===== src/rtl/lfsr_digit_gen.sv =====
// lfsr_digit_gen: Galois-LFSR random word source.
// It supports seeding, STEPS LFSR advances per output word, a per-nibble
// digit map (raw, decimal fold, decimal modulo, octal) and a valid/ready
// output handshake.
module lfsr_digit_gen #(
  parameter int               WIDTH        = 32,
  parameter logic [WIDTH-1:0] POLY         = 32'h000000AF,
  parameter logic [WIDTH-1:0] DEFAULT_SEED = 32'h00000001,
  parameter int               STEPS        = 1
) (
  input  logic             clk,
  input  logic             rst_n,
  input  logic             enable,
  input  logic             seed_load,
  input  logic [WIDTH-1:0] seed,
  input  logic [1:0]       mode,
  input  logic             out_ready,
  output logic             out_valid,
  output logic [WIDTH-1:0] out_data,
  output logic             busy
);

  localparam int         NIBBLES = WIDTH / 4;
  localparam logic [7:0] STEPS_C = 8'(STEPS);

  typedef enum logic [1:0] {
    IDLE = 2'd0,
    RUN  = 2'd1,
    HOLD = 2'd2
  } state_t;

  state_t           state_q;
  logic [WIDTH-1:0] lfsr_q;
  logic [WIDTH-1:0] lfsr_d;
  logic [WIDTH-1:0] seed_val;
  logic [WIDTH-1:0] mapped_d;
  logic [WIDTH-1:0] out_data_q;
  logic [7:0]       step_cnt_q;
  logic             out_valid_q;

  // One Galois step: shift left and fold the taps back in when the MSB falls out.
  assign lfsr_d   = {lfsr_q[WIDTH-2:0], 1'b0} ^ (lfsr_q[WIDTH-1] ? POLY : '0);
  // A zero seed would lock the LFSR, so it is replaced by the default.
  assign seed_val = (seed == '0) ? DEFAULT_SEED : seed;

  // Digit map for one nibble. Fold mirrors A..F onto 5..0 and modulo wraps
  // A..F onto 0..5.
  function automatic logic [3:0] map_nibble(input logic [3:0] n, input logic [1:0] m);
    logic [3:0] r;
    r = n;
    case (m)
      2'b00:   r = n;
      2'b01:   r = (n < 4'd10) ? n : ~n;
      2'b10:   r = (n < 4'd10) ? n : n - 4'd10;
      default: r = {1'b0, n[2:0]};
    endcase
    return r;
  endfunction

  // The word captured on an advance is the mapped form of the new LFSR value.
  for (genvar gi = 0; gi < NIBBLES; gi++) begin : g_map
    assign mapped_d[gi*4 +: 4] = map_nibble(lfsr_d[gi*4 +: 4], mode);
  end

  // Control FSM: seed handling, step counting, word capture and handshake.
  always_ff @(posedge clk or negedge rst_n) begin
    if (!rst_n) begin
      state_q     <= IDLE;
      lfsr_q      <= '0;
      step_cnt_q  <= '0;
      out_valid_q <= 1'b0;
      out_data_q  <= '0;
    end else if (seed_load) begin
      // A reload discards any pending word and restarts the sequence.
      lfsr_q      <= seed_val;
      step_cnt_q  <= '0;
      out_valid_q <= 1'b0;
      state_q     <= RUN;
    end else begin
      case (state_q)
        IDLE: begin
          if (enable) begin
            lfsr_q     <= seed_val;
            step_cnt_q <= '0;
            state_q    <= RUN;
          end
        end
        RUN: begin
          if (enable) begin
            if (lfsr_q == '0) begin
              // Recover from a locked-up LFSR without counting a step.
              lfsr_q <= DEFAULT_SEED;
            end else begin
              lfsr_q <= lfsr_d;
              if (step_cnt_q + 8'd1 == STEPS_C) begin
                out_data_q  <= mapped_d;
                out_valid_q <= 1'b1;
                step_cnt_q  <= '0;
                state_q     <= HOLD;
              end else begin
                step_cnt_q <= step_cnt_q + 8'd1;
              end
            end
          end
        end
        HOLD: begin
          if (out_ready) begin
            if (enable) begin
              lfsr_q <= lfsr_d;
              if (STEPS == 1) begin
                // Back-to-back words: the consumed word is replaced at once.
                out_data_q <= mapped_d;
              end else begin
                // This advance already counts as the first step of the next word.
                step_cnt_q  <= 8'd1;
                out_valid_q <= 1'b0;
                state_q     <= RUN;
              end
            end else begin
              out_valid_q <= 1'b0;
              step_cnt_q  <= '0;
              state_q     <= RUN;
            end
          end
        end
        default: state_q <= IDLE;
      endcase
    end
  end

  assign out_valid = out_valid_q;
  assign out_data  = out_data_q;
  assign busy      = (state_q != IDLE);

endmodule


===== config.mk =====
export PLATFORM = sky130hd
export DESIGN_NAME = lfsr_digit_gen
export DESIGN_NICKNAME = d
export VERILOG_FILES = /design/src/rtl/lfsr_digit_gen.sv
export SDC_FILE = /design/constraint.sdc
export NUM_CORES = 1
export LEC_CHECK = 0
export CAP_MARGIN = 10
export CORE_MARGIN = 2
export CORE_UTILIZATION = 55
export DETAILED_ROUTE_END_ITERATION = 7
export DONT_BUFFER_PORTS = 1
export PLACE_DENSITY = 0.68
export SETUP_SLACK_MARGIN = 0.1
export SLEW_MARGIN = 20
export SYNTH_ARGS = -nofsm -noshare
export SYNTH_HDL_FRONTEND = slang
export SYNTH_SLANG_ARGS = --single-unit

===== constraint.sdc =====
create_clock -name clk -period 6.3 [get_ports clk]
set_input_delay 1.89 -clock clk [delete_from_list [all_inputs] [get_ports clk]]
set_output_delay 1.89 -clock clk [all_outputs]
set_load 0.05 [all_outputs]

## Word level (Yosys, flattened, before mapping)

Index checks and enable logic that the tools add are counted.

| word-level totals | value |
|---|---|
| bits in latches | 0 |
| word-level logic and storage cells | 124 |
| flip-flop bits (word level) | 75 |
| memories kept | 0 |
| bits in writable memories | 0 |
| bits in read-only memories | 0 |
| input port bits | 39 |

| cells by class | value |
|---|---|
| reductions and logical operators | 13 |
| $add $sub $neg | 9 |
| bitwise logic cells | 10 |
| multiplexer cells | 62 |
| $mul | 0 |
| equal/unequal tests | 17 |
| div/mod/pow operators | 0 |
| shift operators | 0 |
| order comparisons | 8 |

Operators by type and width:

| cell | count |
|---|---|
| 2-to-1 mux 32 bit | 12 |
| case mux 32 bit (3 select lines) | 1 |
| case mux 4 bit (3 select lines) | 8 |
| zero test 32 bit | 2 |
| 2-to-1 mux 4 bit | 16 |
| 2-to-1 mux 8 bit | 8 |
| case mux 32 bit (2 select lines) | 1 |
| less-than comparator 4 bit (second input constant) | 8 |
| inverter 4 bit | 8 |
| subtractor 4 bit (second input constant) | 8 |
| XOR 32 x 8 -> 32 bit | 1 |
| case mux 8 bit (3 select lines) | 1 |
| != test 3 bit (second input constant) | 7 |
| AND reduction 6 bit | 3 |
| 2-to-1 mux 2 bit | 7 |
| != test 2 bit (second input constant) | 5 |
| adder 8 x 1 -> 8 bit (second input constant) | 1 |
| == test 8 x 1 -> 1 bit (second input constant) | 1 |
| AND reduction 7 bit | 1 |
| 2-to-1 mux 1 bit | 6 |
| case mux 2 bit (3 select lines) | 1 |
| AND reduction 5 bit | 1 |
| == test 2 x 1 -> 1 bit (second input constant) | 2 |
| == test 2 bit (second input constant) | 2 |
| 6 further kinds | 8 |

## Logic depth before layout (Yosys ltp)

Gate-level depths: netlist of the first run.

| logic depth | value |
|---|---|
| word-level depth | 9 |
| gate-level depth with buffers | 10 |
| gate-level depth less buffers | 8 |

## Least setup slack after synthesis of the first run

OpenSTA, ideal clock, no wires.

| timing | value |
|---|---|
| kind | input port to flip-flop |
| start point | input port out_ready |
| end point | register lfsr_q[20] |
| stages | 7 |
| required time | 6174 ps |
| path buffers | 2 |
| path slack | 3118 ps |
| arrival | 3056 ps |
| path through | nand2_1 o21ai_0 a21oi_1 clkbuf_1 clkbuf_1 nor2_1 a221o_1 |

| on the way | value |
|---|---|
| longest elaborated chain between the ends | 2 |

Ends and longest elaborated chain:

| what | RTL line | source |
|---|---|---|
| from (decl) | 17 | `input logic out_ready,` |
| != test 3 bit (no line) | -- |  |
| AND reduction 5 bit (no line) | -- |  |
| to (signal assigned) | 75 | `lfsr_q <= seed_val;` |
| to (signal assigned) | 83 | `lfsr_q <= seed_val;` |
| to (signal assigned) | 94 | `lfsr_q <= lfsr_d;` |
| to (decl) | 33 | `logic [WIDTH-1:0] lfsr_q;` |

No other way between the ends.
A chain may end at the register's enable or synchronous reset.

## Final worst setup path of the first run

| timing | value |
|---|---|
| start point | register state_q[0] |
| end point | output port busy |

| on the way | value |
|---|---|
| longest elaborated chain between the ends | 1 |

Ends and longest elaborated chain:

| what | RTL line | source |
|---|---|---|
| from (decl) | 32 | `state_t state_q;` |
| from (signal assigned) | 68 | `state_q <= IDLE;` |
| from (signal assigned) | 78 | `state_q <= RUN;` |
| from (signal assigned) | 85 | `state_q <= RUN;` |
| nonzero test 2 bit | 133 | `assign busy = (state_q != IDLE);` |
| to (decl) | 20 | `output logic busy` |

No other way between the ends.

==> flow_summary.yaml, run 1 <==
power_and_ir_drop:
  clockPowerShare: 0.154
  p_switching_uw: 1120
  seqPwrFrac: 0.510
  netSwitchingFraction: 0.485
  power_uw: 2320
  power_frac_comb: 0.336
  p_per_area_nw_per_um2: 474
  p_leak_uw: 0.00218
  p_int_uw: 1200
  peakVddDrop_uv: 161
synthesis:
  synth_flop_cell: "dfrtp_1"
  ys_seq_area_frac: 0.400
  ys_top_cells_by_count: "75 x dfrtp_1, 74 x o21ai_0, 60 x nor2_1"
  ys_async_sr_fraction: 1.00
  synth_top_cell_area_share: 0.400
  synth_cells: 536
  syn_area_per_cell_sq_um: 8.76
  syn_nets: 595
  synth_most_common_cell: "dfrtp_1"
  synth_edf_count: 0
  ys_types: 46
  yosysTopAreaCell: "dfrtp_1"
  ys_ff_latch: 75
  synthTopCellsByArea: "dfrtp_1 40%, o21ai_0 7.9%, a221o_1 6.6%, ha_1 5.3%, mux2_4 4.8%"
  synth_area_sq_um: 4690
  synth_warnings: 0
cells_and_area:
  fin_area_sq_um: 4890
  drive_above_1_share: 0.0750
  fill_cells: 733
  fin_nets: 575
  syn_to_final_growth_pct: 4.27
  antennaDiodeCount: 0
critical_path:
  startpoint: "state_q[0]"
  arrival_ns: 1.41
  r2r_start: "lfsr_q[9]"
  worstPathMaxFanout: 5
  cp.required_ns: 4.41
  reg2reg_slack_ns: 3.28
  r2r_end: "out_data[11]"
  reg2reg_depth: 10
  critPathCaptureType: "primary output"
  critPathLaunchType: "flop"
  crit_type: "reg -> out"
clocking:
  cts.repair.resized: 0
  cts_root_buffer: "clkbuf_8"
  cts_hold_buf: 0
  cts_tree: "built"
  clk_latency_ns: 0.35
  clkTransAtPathRegs_ns: 0.08
  cts_setup_buffers: 0
  clock-sinks: 75
  clockBufferDepth: 2
  cts-htree-levels: 3
  numCtsBuffers: 9
route:
  firstDrtPassIters: 6
  via_per_inst: 6.11
  ant_nets: 0
  vias: 3818
  drc: 0
  drt-initial-drc-count: 306
  wire_per_inst_um: 17.2
  wl_um: 10700
hold_path:
  holdPathEnd: "step_cnt_q[4]"
  hold_depth: 1
  hold_path_startpoint: "step_cnt_q[4]"
  hp-class: "reg -> reg"
die:
  die_w_um: 96.4
  dieArea_sq_um: 9290
  pin_count: 73
  fp.dieH_um: 96.4
  initial_utilization: 0.568
  placementRows: 33
  coreArea_sq_um: 8260
timing:
  fin_tns_setup_ns: 0
  slew_headroom: 0.346
  period_minus_slack_ns: 3.30
  max_freq_mhz: 303
  hold_ws_ns: 0.550
  maxSlewViolCount: 0
  rsz0062_at_grt: "false"
  fin_crit_sh: 0.524
  clock_skew_ns: 0.0110
  finalSetupViolations: 0
  worst_pin_slew_ns: 0.976
  hold_viol: 0
grt:
  grt_pass1_vias: 3447
  grt_antenna_before_repair: 0
  grt_max_degree: 76
  grt_usage: 0.246
  grt-ovfl-total: 0
  grt_pass1_wl_um: 17400
placement:
  place.gp.congestion: 0.802
  port-buffer-count: 0
  place_area_sq_um: 4700
  hpwl_um: 7850
flow_run:
  max_cap_violations: 0
run_status:
  status: "finished clean"
==> worst max-delay path by stage <==
stage                     slack, ns  depth (start not counted)            to
after detailed placement       2.75                          6  out_data[11]
final                          3.00                          3          busy
after floorplan                3.12                          7    lfsr_q[20]
after CTS                      2.98                          3          busy
after global routing           2.92                          5    lfsr_q[28]
after global placement         2.80                          6  out_data[11]
==> critical path, stage by stage, from the launching register on <==
cell,delay [ns]
dfrtp_1,0.40
inv_1,0.08
ha_1,0.24
inv_1,0.33
==> cell usage in the layout, fill, tap and decap left out, drive strengths merged, types with 4 or more instances in the layout <==
cell type / netlist / final
buf: 9 / 4
nor2: 60 / 60
nor4: 11 / 11
a21oi: 32 / 32
inv: 27 / 27
mux2: 17 / 17
nor3: 4 / 4
ha: 20 / 20
xnor2: 16 / 16
dfrtp: 75 / 75
a221o: 31 / 31
clkinv: 0 / 4
o31ai: 5 / 5
nand2: 53 / 53
clkbuf: 26 / 10
xor2: 6 / 6
nand3: 23 / 23
o21ai: 74 / 74
a211oi: 7 / 7
and3: 6 / 6
==> metal layers <==
layer	global-route usage	up-vias	wire length (um)
met1	0.379	1804	5200
met5	0	-	0
met4	0.0739	0	127
met2	0.347	131	4590
li1	-	1874	-
met3	0.0489	9	805
==> registers in the layout (all words and copies together) (netlist names) <==
register	count
lfsr_q	32
step_cnt_q	8
out_data	32
out_valid	1
state_q	2
==> stage by stage <==
| step | instances | util | worst slack, ns |
|---|---|---|---|
| finish | 625 | 0.593 | 3.00 |
| global route | 625 | 0.593 | 2.92 |
| CTS | 625 | 0.593 | 2.98 |
| detailed placement | 610 | 0.569 | 2.75 |
| global placement | 610 | 0.569 | 2.80 |
| floorplan | 536 | - | 3.12 |
==> final cells by class <==
type	instances	area (sq um)	area share
Tap cell	105	131	0.0268
Clock inverter	5	53.8	0.0110
Timing Repair Buffer	4	30.0	0.00614
Multi-Input combinational cell	399	2560	0.524
Clock buffer	10	138	0.0281
Inverter	27	101	0.0207
Sequential cell	75	1880	0.384
==> kinds of logic after synthesis <==
kind of cell	share of synthesized area
AO/OA/AOI/OAI	0.216
XOR/XNOR	0.0411
adder cells (fa/ha/maj)	0.0533
buffers and inverters	0.0576
flip-flops	0.400
multiplexers	0.0549
AND/OR/NAND/NOR	0.177
==> power by group through the flow <==
| stage | registers [uW] | clock network, uW | logic, uW |
|---|---|---|---|
| 3_5_place_dp | 1190 | 0 | 775 |
| 4_1_cts | 1180 | 369 | 779 |
| 3_3_place_gp | 1180 | 0 | 749 |
| 2_1_floorplan | 1090 | 0 | 676 |
| 6_report | 1180 | 358 | 779 |
| 5_1_grt | 1220 | 391 | 885 |
Note: power is estimated with default switching activity, not from simulation.
==> inputs of run 2 (changes only) <==
clock period = 3.3 ns   (was 6.3 ns; I/O delays follow)
==> flow_summary.yaml, run 2 (synthesis results as in run 1) <==
clocking:
  cts_hold_buf: 0
  clockBufferDepth: 2
  clock-sinks: 75
  cts_setup_buffers: 0
  clk_latency_ns: 0.36
  numCtsBuffers: 9
  clkTransAtPathRegs_ns: 0.08
  cts-htree-levels: 3
  cts_root_buffer: "clkbuf_8"
  cts_tree: "built"
  cts.repair.resized: 0
timing:
  finalSetupViolations: 0
  fin_crit_sh: 0.838
  worst_pin_slew_ns: 0.585
  clock_skew_ns: 0.0108
  maxSlewViolCount: 0
  fin_tns_setup_ns: 0
  max_freq_mhz: 362
  slew_headroom: 0.610
  rsz0062_at_grt: "false"
  hold_ws_ns: 0.315
  period_minus_slack_ns: 2.77
  setup_ws_ns: 0.534
  hold_viol: 0
route:
  ant_nets: 0
  vias: 3956
  via_per_inst: 6.28
  drt-initial-drc-count: 308
  wl_um: 11600
  wire_per_inst_um: 18.4
  firstDrtPassIters: 6
  drc: 0
critical_path:
  critPathLaunchType: "flop"
  path_depth: 9
  cp_cell_sequence: "inv_1 > ha_1 > and4b_1 > and4_1 > nand4_1 > a41oi_1 > or2_1 > buf_4 > mux2_2"
  cp_slowest_cell: "dfrtp_1"
  crit_buf_inv: 2
  cp.required_ns: 3.55
  worstPathMaxFanout: 28
  reg2reg_depth: 9
  arrival_ns: 3.01
  critPathCaptureType: "flop"
  critPathTopFamily: "simple AND/OR/NAND/NOR gates"
  crit_type: "reg -> reg"
  max_stage_delay_ns: 0.46
placement:
  dp_cells: 614
  port-buffer-count: 0
  place.gp.congestion: 0.926
  hpwl_um: 8380
  pre_cts_slack_ns: 0.571
die:
  pin_count: 73
  coreArea_sq_um: 8260
  placementRows: 33
  die_w_um: 96.4
  initial_utilization: 0.568
  dieArea_sq_um: 9290
  fp.dieH_um: 96.4
power_and_ir_drop:
  power_uw: 4660
  p_per_area_nw_per_um2: 937
  p_leak_uw: 0.00222
  peakVddDrop_uv: 363
run_status:
  status: "finished clean"
cells_and_area:
  instances_no_fill: 630
  final_cell_mix: "75 x dfrtp_1, 74 x o21ai_0, 60 x nor2_1"
  final_common_cell: "dfrtp_1"
  multi_input_area_sq_um: 2560
  drive_above_1_share: 0.0819
  ff_latch_area_sq_um: 1880
  fin_nets: 579
  fill_cells: 765
  antennaDiodeCount: 0
  syn_to_final_growth_pct: 5.97
grt:
  grt_pass1_vias: 3506
  grt_usage: 0.256
  grt-ovfl-total: 0
  grt_max_degree: 76
  grt_antenna_before_repair: 0
  grt_pass1_wl_um: 17900
flow_run:
  max_cap_violations: 0
hold_path:
  hp-class: "in -> async"
run 2: cell types whose count changed in the layout (fill, tap and decap cells not counted):
cell	delta
buf_4	+4
bufinv_16	+2
clkinv_4	-1
clkbuf_1	+1
clkinv_2	-1
run 2: report_power, final:
group | switching (uW) | total [uW] | internal [uW] | leakage (uW)
sequential | 1020 | 2250 | 1230 | 0.000955
combinational | 839 | 1540 | 703 | 0.00114
clock | 342 | 863 | 521 | 0.000123
total | 2200 | 4660 | 2450 | 0.00222
run 2: through the flow:
step,util,cell area [sq um]
detailed placement,0.573,4730
global placement,0.573,4730
finish,0.602,4970
floorplan,-,4690
CTS,0.602,4970
global route,0.602,4970
run 2: cell type report:
| class | count | area share |
|---|---|---|
| multi-input cells | 399 | 0.515 |
| flip-flops and latches | 75 | 0.377 |
| clock buffers | 11 | 0.0284 |
| clock inverters | 5 | 0.0201 |
| inverters | 27 | 0.0204 |
| well taps | 105 | 0.0264 |
| repair buffers | 8 | 0.0121 |
run 2: routing by layer:
metal / up-vias / GRT usage / wire (um)
li1: 1884 / - / -
met1: 1880 / 0.377 / 5510
met2: 177 / 0.366 / 4930
met3: 15 / 0.0597 / 925
met4: 0 / 0.0951 / 201
met5: - / 0 / 0
run 2: worst paths after layout:
check | slack [ns] | from | end
max reg2reg | 0.53 | lfsr_q[9] | out_data[11]
min reg2reg | 0.54 | step_cnt_q[4] | step_cnt_q[4]
max in group asynchronous | 2.84 | rst_n | state_q[0]
min in group clk | 0.54 | step_cnt_q[4] | step_cnt_q[4]
min | 0.32 | rst_n | step_cnt_q[2]
max | 0.53 | lfsr_q[9] | out_data[11]
run 2: worst reg2reg max path: stages (launching register included):
cell and delay, ns:
dfrtp_1 0.46, inv_1 0.15, ha_1 0.16, and4b_1 0.18, and4_1 0.20, nand4_1 0.24, a41oi_1 0.29, or2_1 0.21
buf_4 0.38, mux2_2 0.39
